`config.mk`:
```
export PLATFORM = sky130hd
export DESIGN_NAME = fetch_ctrl_flat
export DESIGN_NICKNAME = d
export VERILOG_FILES = /design/src/rtl/fetch_ctrl_if.sv /design/src/rtl/fetch_ctrl.sv /design/src/flat_wrapper.sv
export SDC_FILE = /design/constraint.sdc
export NUM_CORES = 1
export LEC_CHECK = 0
export ABC_AREA = 1
export BUFFER_PORTS_ARGS = -buffer_cell sky130_fd_sc_hd__buf_2
export CAP_MARGIN = 20
export CORE_MARGIN = 2
export CORE_UTILIZATION = 40
export DETAILED_ROUTE_END_ITERATION = 6
export GPL_TIMING_DRIVEN = 1
export PLACE_DENSITY = 0.57
export SLEW_MARGIN = 20
export SYNTH_ARGS = -nofsm -noshare
export SYNTH_HDL_FRONTEND = slang
export SYNTH_SLANG_ARGS = --single-unit
```
`constraint.sdc`:
```
create_clock -name clk -period 7.2 [get_ports clk]
set_input_delay 0.72 -clock clk [delete_from_list [all_inputs] [get_ports clk]]
set_output_delay 0.72 -clock clk [all_outputs]
set_load 0.01 [all_outputs]
```
`src/rtl/fetch_ctrl_if.sv`:
```
// Fetch-side bundle: imem port-B read channel, redirect/halt control and the
// valid/ready handoff to decode. The fetch controller takes the master side.
interface fetch_ctrl_if #(
    parameter int IMEM_AW = 14
);
    logic [IMEM_AW-1:0] imem_addrb;
    logic [31:0]        imem_doutb;
    logic               redirect_valid;
    logic [31:0]        redirect_pc;
    logic               halt;
    logic               out_valid;
    logic               out_ready;
    logic [31:0]        out_pc;
    logic [31:0]        out_inst;
    logic               busy;

    modport master (
        output imem_addrb,
        input  imem_doutb,
        input  redirect_valid,
        input  redirect_pc,
        input  halt,
        output out_valid,
        input  out_ready,
        output out_pc,
        output out_inst,
        output busy
    );

    modport slave (
        input  imem_addrb,
        output imem_doutb,
        output redirect_valid,
        output redirect_pc,
        output halt,
        input  out_valid,
        output out_ready,
        input  out_pc,
        input  out_inst,
        input  busy
    );
endinterface

```
`src/rtl/fetch_ctrl.sv`:
```
// Instruction-fetch sequencer: owns the PC, issues one imem read per cycle and
// hides the 1-cycle read latency behind a 2-entry {pc, inst} output buffer.
module fetch_ctrl #(
    parameter logic [31:0] RESET_PC = 32'h0000_0000,
    parameter int          IMEM_AW  = 14
) (
    input  logic          clk,
    input  logic          rst,
    fetch_ctrl_if.master  bus
);
    typedef enum logic [1:0] {
        BOOT   = 2'd0,
        RUN    = 2'd1,
        HALTED = 2'd2
    } state_e;

    state_e      state_q;
    logic [31:0] pc_q;
    logic [31:0] tag_q;
    logic        inflight_q;
    logic [1:0]  count_q;
    logic [1:0]  count_d;
    logic        rd_ptr_q;
    logic        wr_ptr_q;

    logic [1:0][31:0] ent_pc;
    logic [1:0][31:0] ent_inst;

    logic        redirect;
    logic        pop;
    logic        push;
    logic        issue;
    logic [2:0]  occupancy;
    logic [31:0] target_pc;
    logic [31:0] fetch_pc;
    logic        unused_ok;

    assign unused_ok = ^bus.redirect_pc[1:0];

    // BOOT ignores redirects so nothing can be fetched before the pipeline is live.
    assign redirect  = bus.redirect_valid & (state_q != BOOT);
    assign pop       = bus.out_valid & bus.out_ready;
    assign push      = inflight_q & ~redirect;
    assign target_pc = {bus.redirect_pc[31:2], 2'b00};
    assign fetch_pc  = redirect ? target_pc : pc_q;

    // Slots committed after this cycle: buffered + returning - leaving.
    assign occupancy = {1'b0, count_q} + {2'b00, inflight_q} - {2'b00, pop};

    always_comb begin
        issue = 1'b0;
        if (state_q == RUN) begin
            if (redirect) begin
                issue = 1'b1;
            end else begin
                issue = (occupancy < 3'd2);
            end
        end
    end

    always_comb begin
        count_d = count_q;
        if (redirect) begin
            count_d = 2'd0;
        end else begin
            count_d = count_q + {1'b0, push} - {1'b0, pop};
        end
    end

    assign bus.imem_addrb = fetch_pc[IMEM_AW+1:2];
    assign bus.out_valid  = (count_q != 2'd0);
    assign bus.busy       = inflight_q | (count_q != 2'd0);
    assign bus.out_pc     = ent_pc[rd_ptr_q];
    assign bus.out_inst   = ent_inst[rd_ptr_q];

    always_ff @(posedge clk or negedge rst) begin
        if (!rst) begin
            state_q    <= BOOT;
            pc_q       <= RESET_PC;
            tag_q      <= 32'd0;
            inflight_q <= 1'b0;
            count_q    <= 2'd0;
            rd_ptr_q   <= 1'b0;
            wr_ptr_q   <= 1'b0;
        end else begin
            case (state_q)
                BOOT:    state_q <= bus.halt ? HALTED : RUN;
                RUN:     state_q <= bus.halt ? HALTED : RUN;
                HALTED:  state_q <= bus.halt ? HALTED : RUN;
                default: state_q <= BOOT;
            endcase

            if (issue) begin
                tag_q <= fetch_pc;
                pc_q  <= fetch_pc + 32'd4;
            end else if (redirect) begin
                pc_q  <= target_pc;
            end
            inflight_q <= issue;
            count_q    <= count_d;

            // A flush restarts both pointers; any pop this cycle is already visible to decode.
            if (redirect) begin
                rd_ptr_q <= 1'b0;
                wr_ptr_q <= 1'b0;
            end else begin
                if (pop) begin
                    rd_ptr_q <= ~rd_ptr_q;
                end
                if (push) begin
                    wr_ptr_q <= ~wr_ptr_q;
                end
            end
        end
    end

    genvar gi;
    generate
        for (gi = 0; gi < 2; gi++) begin : g_ent
            logic [31:0] pc_q;
            logic [31:0] inst_q;

            always_ff @(posedge clk or negedge rst) begin
                if (!rst) begin
                    pc_q   <= 32'd0;
                    inst_q <= 32'd0;
                end else if (push && (wr_ptr_q == gi[0])) begin
                    pc_q   <= tag_q;
                    inst_q <= bus.imem_doutb;
                end
            end

            assign ent_pc[gi]   = pc_q;
            assign ent_inst[gi] = inst_q;
        end
    endgenerate

    a_no_push_when_full: assert property (
        @(posedge clk) disable iff (!rst) !(push && (count_q == 2'd2))
    );
endmodule
```
`src/flat_wrapper.sv`:
```
// flat-port wrapper written by rule: the top's interface ports become plain ports
module fetch_ctrl_flat 
#(
    parameter logic [31:0] RESET_PC = 32'h0000_0000,
    parameter int          IMEM_AW  = 14
)
  (clk, rst, bus_imem_addrb, bus_imem_doutb, bus_redirect_valid, bus_redirect_pc, bus_halt, bus_out_valid, bus_out_ready, bus_out_pc, bus_out_inst, bus_busy);
  fetch_ctrl_if #(.IMEM_AW(IMEM_AW)) bus_i ();
  input  logic clk;
  input  logic rst;
  output wire logic [$bits(bus_i.imem_addrb)-1:0] bus_imem_addrb;
  input wire logic [$bits(bus_i.imem_doutb)-1:0] bus_imem_doutb;
  input wire logic [$bits(bus_i.redirect_valid)-1:0] bus_redirect_valid;
  input wire logic [$bits(bus_i.redirect_pc)-1:0] bus_redirect_pc;
  input wire logic [$bits(bus_i.halt)-1:0] bus_halt;
  output wire logic [$bits(bus_i.out_valid)-1:0] bus_out_valid;
  input wire logic [$bits(bus_i.out_ready)-1:0] bus_out_ready;
  output wire logic [$bits(bus_i.out_pc)-1:0] bus_out_pc;
  output wire logic [$bits(bus_i.out_inst)-1:0] bus_out_inst;
  output wire logic [$bits(bus_i.busy)-1:0] bus_busy;
  assign bus_imem_addrb = bus_i.imem_addrb;
  assign bus_i.imem_doutb = bus_imem_doutb;
  assign bus_i.redirect_valid = bus_redirect_valid;
  assign bus_i.redirect_pc = bus_redirect_pc;
  assign bus_i.halt = bus_halt;
  assign bus_out_valid = bus_i.out_valid;
  assign bus_i.out_ready = bus_out_ready;
  assign bus_out_pc = bus_i.out_pc;
  assign bus_out_inst = bus_i.out_inst;
  assign bus_busy = bus_i.busy;
  fetch_ctrl #(.RESET_PC(RESET_PC), .IMEM_AW(IMEM_AW)) u_core (.clk(clk), .rst(rst), .bus(bus_i));
endmodule
```
Word-level counts from Yosys, hierarchy flattened --
Index checks and enable logic that the tools add are counted.
Storage, ports and cells: input bits 69, output and inout port bits 80, word-level logic and storage cells 50, flip-flop bits (word level) 199
Cells by class: add/sub/neg operators 5, eq/ne operators 2, magnitude comparators 2, reductions and logical operators 8, bitwise logic cells 7, muxes and demuxes 15
Operators by type and width (number):
- 32-bit two-way mux | 6
- 32-bit by 3-bit adder with 32-bit output, second input constant | 1
- 2-bit nonzero test | 4
- 1-bit two-way mux | 6
- 2-bit two-way mux | 3
- 2-bit by 1-bit adder with 3-bit output | 1
- 1-bit AND | 3
- 3-bit by 2-bit less-than comparator with 1-bit output, second input constant | 1
- 1-bit inverter | 3
- 3-bit OR reduction | 1
- 3-bit by 1-bit subtractor with 3-bit output | 1
- 2-bit by 1-bit adder with 2-bit output | 1
- 2-bit by 1-bit == test with 1-bit output, second input constant | 1
- 2-bit == test, second input constant | 1
- 1-bit logical AND | 2
- 2-bit logical NOT | 1
- 1-bit by 2-bit less-than comparator with 1-bit output, second input constant | 1
- 2-bit by 1-bit subtractor with 2-bit output | 1
- 1-bit OR | 1

Logic depth before layout (Yosys ltp) --
Gate-level depths: netlist of the first run.
depth after elaboration 7, gate-level depth with buffers 20, depth with buffers taken out 19

Worst setup path before layout of the first run --
OpenSTA, ideal clock, no wires.
path type input port to flip-flop, start in bus_out_ready, end reg u_core.pc_q[20], path buffers 0, cell stages on the path 12, required time 7071 ps, arrival 2415 ps, setup time 129 ps, slack 4656 ps, path through nand2_1 -> nor2_1 -> o21ai_0 -> fa_1 -> nand3_1 -> nand2_1 -> nand3_1 -> nor2_2 -> nand2_1 -> nor2_4 -> nand2_1 -> xor2_1
Between the ends: cells in the longest elaborated chain, start to end 6
RTL lines:
- start, declared | line flat_wrapper.sv:17 | input wire logic [$bits(bus_i.out_ready)-1:0] bus_out_ready;
- 1-bit AND | line fetch_ctrl.sv:42 | assign pop = bus.out_valid & bus.out_ready;
- 3-bit by 1-bit subtractor with 3-bit output | line fetch_ctrl.sv:48 | assign occupancy = {1'b0, count_q} + {2'b00, inflight_q} - {2'b00, pop};
- 3-bit by 2-bit less-than comparator with 1-bit output | line fetch_ctrl.sv:56 | issue = (occupancy < 3'd2);
- 1-bit two-way mux | line fetch_ctrl.sv:53 | if (redirect) begin
- 1-bit two-way mux | line fetch_ctrl.sv:52 | if (state_q == RUN) begin
- 32-bit two-way mux | line fetch_ctrl.sv:93 | if (issue) begin
- end signal, assigned | line fetch_ctrl.sv:95 | pc_q <= fetch_pc + 32'd4;
- end signal, assigned | line fetch_ctrl.sv:97 | pc_q <= target_pc;
- end, declared | line fetch_ctrl.sv:18 | logic [31:0] pc_q;
Every way passes these cells. A chain may end at the register's enable or synchronous reset.

Final worst setup path of the first run --
start reg u_core.count_q[1], end reg u_core.pc_q[21]
Between the ends: cells in the longest elaborated chain, start to end 7, elaborated cells between the ends (all ways) 8, classes of those cells add/sub: 2; order compare: 1; mux: 3; bitwise: 1; reduce/logical: 1
RTL lines:
- start, declared | line fetch_ctrl.sv:21 | logic [1:0] count_q;
- start signal, assigned | line fetch_ctrl.sv:100 | count_q <= count_d;
- parallel branches: the longest is 2 deep, another holds 2-bit by 1-bit adder with 3-bit output
- 3-bit by 1-bit subtractor with 3-bit output (*) | line fetch_ctrl.sv:48
- 3-bit by 2-bit less-than comparator with 1-bit output (*) | line fetch_ctrl.sv:56
- 1-bit two-way mux (*) | line fetch_ctrl.sv:53
- 1-bit two-way mux (*) | line fetch_ctrl.sv:52
- 32-bit two-way mux (*) | line fetch_ctrl.sv:93
Mark *: on every way between the ends.

==> metrics.cfg, run 1 <==
[outcome]
status = completed

[timing]
whs_ps = 248
finalCriticalPeriod_ps = 3860
period_share_pct = 53.6
setup_tns_ps = 0
maxSlewViolCount = 0
tightestPinTransition_ps = 927
max_freq_mhz = 259
postLayoutSetupSlackWorst_ps = 3340
finalSetupViolations = 0
hold_viol = 0
slew_headroom_pct = 38.2
fin_skew_ps = 10.3
rsz0062_at_grt = no

[detailed_routing]
vias = 7668
firstDrtPassIters = 5
drc = 0
ant_nets = 0
vias_per_cell = 4.58
drt_iter0_markers = 540
post_drt_wl_per_cell_um = 13.2
finalWirelength_um = 22100

[cts]
numCtsBuffers = 17
clock_latency_ps = 420
cts.sinks = 199
clockBufferDepth = 2
ctsResizeCount = 0
cts.clk_slew.worst_paths_ps = 70
clock-root-buffer = clkbuf_16
postCtsSetupRepairBufs = 0
hold_buffers = 0
h-tree-depth = 4
cts_tree = built

[synthesis]
synthSimpleGateAreaFrac_pct = 26.3
postSynthCellCount = 1240
synth_top_cell_area_share_pct = 52.3
yosys.area_share.xor_xnor_pct = 1.47
ys_top_cells_by_area = dfrtp_1 52%, nand2_1 20%, o21ai_0 8.4%
synth_cell_type_count = 30
synth_top_family_by_area = simple AND/OR/NAND/NOR gates
ys_ff_latch = 199
synthesis.area_um2 = 9530
yosys_warnings = 0
muxShareOfSynthArea_pct = 0
avgSynthCellArea_um2 = 7.68
yosys.area.top_type = dfrtp_1
syn_nets = 1312
synth_compound_area_share_pct = 10.1
yosysSeqAreaShare_pct = 52.3
yosys.area_share.adder_pct = 0.473

[power_and_ir_drop]
irDropWorstVdd_mv = 0.204
power_uw = 4160
p_sw_uw = 1580
p_clk_share_pct = 22.6
p_comb_share_pct = 34.7
switching_share_pct = 38.1
p_leak_uw = 0.00593
p_int_uw = 2580
pwr-share-seq_pct = 42.7
p_per_area_nw_per_um2 = 380

[job]
cap_violations = 0

[setup_path]
rr_worst_depth = 19
worstPathRequired_ps = 7520
reg2reg_slack_ps = 3340
rr_startpoint = u_core.count_q[1]
critical_path.max_fanout = 48
cp-end-kind = flip-flop
critPathKind = flip-flop to flip-flop
r2r_end = u_core.pc_q[21]
cp.arrival_ps = 4180
setup.worst_path.start_class = flip-flop

[die]
core_area_um2 = 23400
num_rows = 56
dieArea_um2 = 25100
pin_count = 149
start_util_pct = 40.7
die_h_um = 158
die_w_um = 158

[layout]
antenna_cells = 0
final_cell_mix = 514 x nand2_1, 198 x dfrtp_1, 159 x o21ai_0
fin_nets = 1413
multiInputGateArea_um2 = 3670
mostFrequentLayoutCell = nand2_1
drive_gt1_share_pct = 16.4
syn2layout_area_growth_pct = 14.9
fillers = 2426
seqCellArea_um2 = 4980
utilization_pct = 46.8

[placement]
gp_congestion = 0.791
io_buffers = 146
hpwl_um = 14500
post-place-ws_ps = 3130

[global_routing]
grt_pass1_vias = 7120
grt_use_total_pct = 18.5
grt_max_degree = 95
antenna_found_initial = 0
grt_pass1_wl_um = 36600
grt-ovfl-total = 0

[worst_hold_path]
hp-class = primary input to asynchronous set/reset pin

power groups by stage:
stage / clock network, µW / logic, µW / registers, µW
2_1_floorplan: 0 / 984 / 1740
4_1_cts: 968 / 1480 / 1780
6_report: 940 / 1450 / 1780
3_3_place_gp: 0 / 1450 / 1790
3_5_place_dp: 0 / 1470 / 1790
5_1_grt: 1010 / 1690 / 1830
registers in the layout, indices dropped and copies added, names as in the netlist:
name and count:
u_core.wr_ptr_q 1, u_core.tag_q 32, u_core.pc_q 32, u_core.g_ent.pc_q 64
u_core.state_q 2, u_core.count_q 2, u_core.g_ent.inst_q 64, u_core.inflight_q 1
u_core.rd_ptr_q 1
critical path, stage by stage, from the launching register on:
cell      delay [ps]
dfrtp_1          420
inv_1             90
nand2_1          110
nand2_1          100
nor2_1           180
o21ai_0          140
fa_1             390
inv_1             60
nand2_1           40
nand3_1           90
nand2_1           80
nand2_1           60
buf_4            390
clkinv_1         800
nand2_1          440
nor2_4           120
nand2_1           70
nand2_1           40
nand2_1           80
inv_1             40
metal layers:
layer  part of all wire [%]  wire [µm]  vias to the layer above  global-route usage [%]
met2                     42       9370                      169                    27.8
met5                      0          0                        -                       0
met3                    5.0       1120                       18                    2.97
met4                    1.2        274                        0                    4.76
met1                     51      11300                     3489                    27.8
li1                       -          -                     3992                       -
layout make-up:
class	instances	area share (%)
inverters	139	4.76
flip-flops and latches	199	45.5
repair buffers	154	7.30
clock buffers	18	4.01
multi-input cells	830	33.5
clock inverters	14	1.31
well taps	319	3.64
worst max-delay path by stage:
stage | end | from | slack, ps | depth (start not counted)
after floorplan | u_core.pc_q[20] | bus_out_ready | 4660 | 12
after global placement | u_core.pc_q[21] | bus_out_ready | 3140 | 18
after detailed placement | u_core.pc_q[21] | bus_out_ready | 3130 | 18
after CTS | u_core.pc_q[21] | u_core.count_q[1] | 3330 | 19
after global routing | u_core.pc_q[25] | u_core.count_q[1] | 2910 | 19
final | u_core.pc_q[21] | u_core.count_q[1] | 3340 | 19
synth_stat cells:
| cell type | number |
|---|---|
| inv_1 | 137 |
| clkbuf_1 | 41 |
| or2_2 | 2 |
| nand2_1 | 516 |
| ha_1 | 2 |
| xor2_1 | 15 |
| o21ai_1 | 23 |
| a21boi_0 | 1 |
| nor2_2 | 8 |
| nor2_1 | 40 |
| nand3b_1 | 1 |
| xnor2_1 | 1 |
| nand4_1 | 5 |
| o21ai_0 | 159 |
| fa_1 | 1 |
| nand2_2 | 12 |
| buf_2 | 5 |
| clkinv_1 | 1 |
| nand2_4 | 1 |
| buf_1 | 5 |
| o21ai_4 | 1 |
| nor2_4 | 6 |
| o21bai_1 | 2 |
| nand3_1 | 31 |
| nand3_2 | 1 |
| inv_2 | 1 |
| buf_6 | 5 |
| buf_4 | 16 |
| dfrtp_1 | 199 |
| a21oi_1 | 2 |
stage by stage:
stage          cells  cell area, µm²
2_1_floorplan   1240            9530
3_3_place_gp    1641           10400
3_5_place_dp    1641           10400
4_1_cts         1673           11000
5_1_grt         1673           11000
6_report        1673           11000
cells by family (layout without fill, tap and decap cells):
group | Yosys count | count (layout)
compound gates | 188 | 188
xor+xnor | 16 | 16
fa+ha+maj | 3 | 3
buf+inv | 211 | 325
flops | 199 | 199
simple gates | 623 | 623
Note: power is estimated with default switching activity, not from simulation.
==> run 2, diff against run 1 <==
--- a/config.mk
+++ b/config.mk
@@ -12,7 +12,7 @@
 export CORE_UTILIZATION = 40
 export DETAILED_ROUTE_END_ITERATION = 6
 export GPL_TIMING_DRIVEN = 1
-export PLACE_DENSITY = 0.57
+export PLACE_DENSITY = 0.59
 export SLEW_MARGIN = 20
 export SYNTH_ARGS = -nofsm -noshare
 export SYNTH_HDL_FRONTEND = slang
==> constraint.sdc (replaced) <==
create_clock -name clk -period 3.2 [get_ports clk]
set_input_delay 0.32 -clock clk [delete_from_list [all_inputs] [get_ports clk]]
set_output_delay 0.32 -clock clk [all_outputs]
set_load 0.01 [all_outputs]
==> run 2 against run 1 <==
Net effect: sequential cell count unchanged; clock power up 130%; design area grew 1.2%; fmax increased by 40%; combinational power rose by 130%; die area stayed put; core utilization rose by 0.55 points; first-iteration DRC count up 3.3%; via count rose by 0.91%; sequential power is 130% higher; critical endpoint is now u_core.pc_q[24]; global-route usage down 0.11 points; final cell count increased by 0.54%.
==> metrics.cfg, run 2 (synthesis results as in run 1) <==
[outcome]
status = completed

[placement]
hpwl_um = 15100  ; +4.1%
io_buffers = 146  ; unchanged
gp_congestion = 0.821  ; +3.7%

[power_and_ir_drop]
p_sw_uw = 3590  ; +130%
p_clk_share_pct = 23.0  ; +0.4 points
irDropWorstVdd_mv = 0.386  ; +89%
p_per_area_nw_per_um2 = 857  ; +130%
p_int_uw = 5900  ; +130%
p_comb_share_pct = 34.8  ; about the same
pwr-share-seq_pct = 42.2  ; -0.5 points
p_leak_uw = 0.00600  ; +1.2%
switching_share_pct = 37.8  ; -0.22 points
power_uw = 9500  ; +130%

[timing]
finalSetupViolations = 0  ; unchanged
maxSlewViolCount = 0  ; unchanged
slew_headroom_pct = 48.5  ; +10 points
max_freq_mhz = 362  ; +40%
fin_skew_ps = 15.2  ; +4.91 ps
rsz0062_at_grt = no
hold_viol = 0  ; unchanged
finalCriticalPeriod_ps = 2770  ; -1090 ps
period_share_pct = 86.4  ; +33 points
setup_tns_ps = 0  ; unchanged
tightestPinTransition_ps = 772  ; -155 ps

[setup_path]
setup.worst_path.start_class = flip-flop
critPathKind = flip-flop to flip-flop
cp.arrival_ps = 3100  ; -1080 ps
crit_buf_inv = 5  ; unchanged
critical_path.max_fanout = 7  ; -85%
cp_cell_sequence = inv_1, nand2_1, nand2_1, nor2_1, o21ai_0, fa_1, inv_1, nand2_1, nand3_1, nand2_1, nand2_1, clkinv_1, buf_4, nand2_1, nor2_1, nand3_1, nand2_1, nand2_1, inv_1
cpPeakStageDelay_ps = 420  ; -380 ps
cp-end-kind = flip-flop
crit_family = simple AND/OR/NAND/NOR gates
slowest_stage = dfrtp_1
reg2reg_slack_ps = 430  ; -2910 ps
cpMostUsedCell = nand2_1
worstPathRequired_ps = 3530  ; -3990 ps

[detailed_routing]
ant_nets = 0  ; unchanged
finalWirelength_um = 22300  ; +1.0%
drc = 0  ; unchanged
post_drt_wl_per_cell_um = 13.3  ; +0.50%
firstDrtPassIters = 6  ; +1
vias_per_cell = 4.60  ; +0.37%
drt_iter0_markers = 558  ; +3.3%
vias = 7738  ; +0.91%

[cts]
cts.sinks = 199  ; unchanged
clock-root-buffer = clkbuf_16
clockBufferDepth = 2  ; unchanged
clock_latency_ps = 430  ; about the same
cts_tree = built
ctsResizeCount = 0  ; unchanged
numCtsBuffers = 17  ; unchanged
h-tree-depth = 4  ; unchanged
cts.clk_slew.worst_paths_ps = 80  ; about the same

[layout]
reg_top3 = u_core.g_ent.inst_q (64), u_core.g_ent.pc_q (64)
drive_gt1_share_pct = 16.8  ; +0.41 points
multiInputGateArea_um2 = 3670  ; unchanged
seqCellArea_um2 = 4980  ; unchanged
mostFrequentLayoutCell = nand2_1
antenna_cells = 0  ; unchanged
fillers = 2396  ; -1.2%
syn2layout_area_growth_pct = 16.3
fin_nets = 1422  ; +0.64%
final_cell_mix = 514 x nand2_1, 198 x dfrtp_1, 159 x o21ai_0

[die]
dieArea_um2 = 25100  ; unchanged
die_h_um = 158  ; unchanged
start_util_pct = 40.7  ; unchanged
num_rows = 56  ; unchanged
pin_count = 149  ; unchanged
die_w_um = 158  ; unchanged
core_area_um2 = 23400  ; unchanged

[worst_hold_path]
hp-class = primary input to flip-flop

[global_routing]
antenna_found_initial = 0  ; unchanged
grt_max_degree = 87  ; -8.4%
grt_pass1_vias = 7082  ; -0.53%
grt_pass1_wl_um = 36500  ; -0.27%
grt-ovfl-total = 0  ; unchanged
grt_use_total_pct = 18.4  ; -0.11 points

[job]
cap_violations = 0  ; unchanged

-- run 2: changes by cell type in the layout (fill, tap and decap cells not counted), sizes merged --
| cell | before | now |
|---|---|---|
| buf | 153 | 161 |
| bufinv | 1 | 2 |
| clkinv | 6 | 3 |
| clkinvlp | 4 | 3 |
| dlygate4sd3 | 0 | 1 |
| inv | 142 | 145 |
-- run 2: worst reg2reg max path: cells and delay by family (launching register included) --
kind	cells	cell delay, ps
fa+ha+maj	1	410
flops	1	420
simple gates	12	1080
compound gates	1	150
buf+inv	5	590
-- run 2: final timing paths --
kind                                     startpoint                          to  depth (start not counted)
setup / recovery                  u_core.count_q[1]             u_core.pc_q[24]                         19
hold / removal                             bus_halt           u_core.state_q[0]                          2
setup reg to reg                  u_core.count_q[1]             u_core.pc_q[24]                         19
hold reg to reg            u_core.g_ent[0].pc_q[19]    u_core.g_ent[0].pc_q[19]                          2
max in group asynchronous                       rst    u_core.g_ent[1].pc_q[28]                          3
min in group asynchronous                       rst  u_core.g_ent[0].inst_q[30]                          2
-- run 2: power groups by stage --
stage	combinational (µW)	sequential, µW	clock [µW]
floorplan	2210	3920	0
global placement	3320	4020	0
detailed placement	3370	4040	0
CTS	3380	4000	2250
global route	3850	4130	2360
finish	3310	4010	2180
-- run 2: final cells by class --
type	count	share of cell area (%)
clock buffers	18	3.87
clock inverters	14	1.47
inverters	139	4.71
multi-input cells	830	33.1
flip-flops and latches	199	45.0
well taps	319	3.60
repair buffers	163	8.30
-- run 2: metal layers --
metal	track usage (%)	routed length, µm	vias to the layer above	share of wire [%]
li1	-	-	4008	-
met5	0	0	-	0
met4	5.45	248	0	1.1
met1	27.5	11200	3548	50
met2	27.6	9840	166	44
met3	2.80	1050	16	4.7
-- run 2: per-stage QoR --
stage / hold WS (ps) / worst slack, ps / instance area [µm²] / std cells / utilization (%)
floorplan: 24.4 / 765 / 9530 / 1240 / -
global placement: 408 / 551 / 10500 / 1649 / 44.8
detailed placement: 403 / 470 / 10500 / 1649 / 44.8
CTS: 32.3 / 447 / 11100 / 1682 / 47.3
global route: 35.0 / 158 / 11100 / 1682 / 47.3
finish: 45.0 / 435 / 11100 / 1682 / 47.3
-- run 2: timing repair --
item | 4_1_cts | 5_1_grt
setup buffers | 0 | 0
hold endpoints to repair | 79 | 0
hold buffers | 1 | 0
==> run 3, diff against run 2 <==
==> constraint.sdc (replaced) <==
create_clock -name clk -period 3.2 [get_ports clk]
set_input_delay 0.48 -clock clk [delete_from_list [all_inputs] [get_ports clk]]
set_output_delay 0.48 -clock clk [all_outputs]
set_load 0.01 [all_outputs]
==> run 3 against run 2 <==
Net effect: worst hold slack improved by 20 ps; fmax down 2.7%; final cell count is 0.12% higher; clock-buffer cell count fell by 1; sequential share of layout area up 0.10 points; wire length rose by 0.29%; die area unchanged; via count up 1.3%; design area shrank 0.23%; first-iteration DRC count shrank 9.3%; critical path type unchanged.
==> metrics.cfg, run 3 (synthesis results as in run 1) <==
[placement]
post-place-ws_ps = 270  ; -199 ps
hpwl_um = 15200  ; +0.93%
gp_congestion = 0.828  ; +0.93%
io_buffers = 146  ; unchanged
dpl-instance-area_um2 = 10500  ; about the same

[detailed_routing]
vias = 7841  ; +1.3%
met2WireLength_um = 9950  ; +1.1%
post_drt_wl_per_cell_um = 13.3  ; +0.17%
finalWirelength_um = 22400  ; +0.29%
ant_nets = 0  ; unchanged
wl_met1_um = 11000  ; -1.3%
drc = 0  ; unchanged
firstDrtPassIters = 5  ; -1
wl_met3_um = 1150  ; +9.6%
drt_iter0_markers = 506  ; -9.3%
vias_per_cell = 4.66  ; +1.2%
topRoutingLayerUsed = met4

[cts]
cts.clk_slew.worst_paths_ps = 80  ; about the same
h-tree-depth = 4  ; unchanged
cts_tree = built
clock-root-buffer = clkbuf_16
numCtsBuffers = 17  ; unchanged
postCtsSetupRepairBufs = 0  ; unchanged
cts.sinks = 199  ; unchanged
clock_latency_ps = 440  ; about the same
clockBufferDepth = 2  ; unchanged

[power_and_ir_drop]
p_leak_uw = 0.00599  ; -0.12%
p_per_area_nw_per_um2 = 852  ; -0.62%
irDropWorstVdd_mv = 0.353  ; -8.5%

[die]
pin_count = 149  ; unchanged
dieArea_um2 = 25100  ; unchanged
core_area_um2 = 23400  ; unchanged
die_h_um = 158  ; unchanged
die_w_um = 158  ; unchanged
start_util_pct = 40.7  ; unchanged
num_rows = 56  ; unchanged

[setup_path]
crit_path_start = u_core.count_q[1]
critical_path.max_fanout = 10  ; +3
setup.worst_path.start_class = flip-flop
critPathKind = flip-flop to flip-flop
worstPathRequired_ps = 3540  ; about the same
cp-end-kind = flip-flop
rr_startpoint = u_core.count_q[1]
cp.arrival_ps = 3180  ; +80 ps

[timing]
finalSetupViolations = 0  ; unchanged
fin_skew_ps = 12.3  ; -2.92 ps
hold_viol = 0  ; unchanged
rsz0062_at_grt = no
setup_tns_ps = 0  ; unchanged
whs_ps = 64.6  ; +19.5 ps
finalCriticalPeriod_ps = 2840  ; +76.7 ps
postLayoutSetupSlackWorst_ps = 358  ; -76.7 ps
tightestPinTransition_ps = 766  ; -5.76 ps
slew_headroom_pct = 48.9  ; +0.38 points
max_freq_mhz = 352  ; -2.7%
period_share_pct = 88.8  ; +2.4 points
maxSlewViolCount = 0  ; unchanged

[layout]
final_cell_mix = 513 x nand2_1, 198 x dfrtp_1, 159 x o21ai_0
fin_nets = 1424  ; +0.14%
syn2layout_area_growth_pct = 16.0
finalInstanceArea_um2 = 11100  ; -0.23%
mostFrequentLayoutCell = nand2_1
reg_top3 = u_core.g_ent.inst_q (64), u_core.g_ent.pc_q (64)
drive_gt1_share_pct = 17.2  ; +0.41 points
antenna_cells = 0  ; unchanged

[job]
cap_violations = 0  ; unchanged

[global_routing]
grt_max_degree = 89  ; +2.3%
grt_pass1_vias = 7204  ; +1.7%
grt_pass1_wl_um = 36500  ; +0.13%
antenna_found_initial = 0  ; unchanged
grt_use_total_pct = 18.5  ; +0.11 points
grt-ovfl-total = 0  ; unchanged

[worst_hold_path]
hp-class = primary input to asynchronous set/reset pin

[outcome]
status = completed

## run 3: cell type report
class | count | area (µm²)
fillers | 2437 | 12300
flip-flops and latches | 199 | 4980
multi-input cells | 830 | 3670
repair buffers | 165 | 920
inverters | 139 | 526
clock buffers | 17 | 425
well taps | 319 | 399
clock inverters | 15 | 135
## run 3: path summary, 6_finish.rpt
kind / cells after the start / to / slack [ps]
setup / recovery: 17 / u_core.pc_q[17] / 360
hold / removal: 1 / u_core.g_ent[1].inst_q[30] / 60
setup reg to reg: 17 / u_core.pc_q[17] / 360
hold reg to reg: 2 / u_core.g_ent[0].pc_q[30] / 490
max in group asynchronous: 2 / u_core.g_ent[0].pc_q[6] / 2290
min in group clk: 2 / u_core.state_q[0] / 200
## run 3: report_power, final
group | internal [µW] | leakage, µW | switching (µW)
Sequential | 3510 | 0.00250 | 502
Combinational | 1220 | 0.00322 | 2100
Clock | 1030 | 0.000273 | 1060
Total | 5760 | 0.00599 | 3650
## run 3: worst max-delay path, cell delays in order, from the launching register on
cell and delay [ps]:
dfrtp_1 420, inv_1 100, nand2_1 90, nand2_1 100, nor2_1 170, o21ai_0 150, fa_1 500, nand3_1 110
nand2_1 110, nand2_2 140, buf_4 210, buf_4 150, nor2_1 170, nand2_1 90, nor2_1 90, nand2_1 50
nand2_1 60, inv_1 30
## run 3: through the flow
stage,instances,power [µW],util (%)
6_report,1684,9420,47.2
5_1_grt,1684,10200,47.2
4_1_cts,1684,9540,47.2
3_5_place_dp,1652,7430,44.8
3_3_place_gp,1652,7340,44.8
2_1_floorplan,1240,6130,-
## run 3: timing repair
item	in CTS	in global routing
hold endpoints to repair	0	0
hold buffers	0	0
setup endpoints to repair	0	6
resized for setup	0	2
## run 3: metal layers
| metal | up-vias | track usage, % |
|---|---|---|
| li1 | 4015 | - |
| met1 | 3625 | 26.9 |
| met2 | 184 | 28.6 |
| met3 | 17 | 3.43 |
| met4 | 0 | 4.72 |
| met5 | - | 0 |
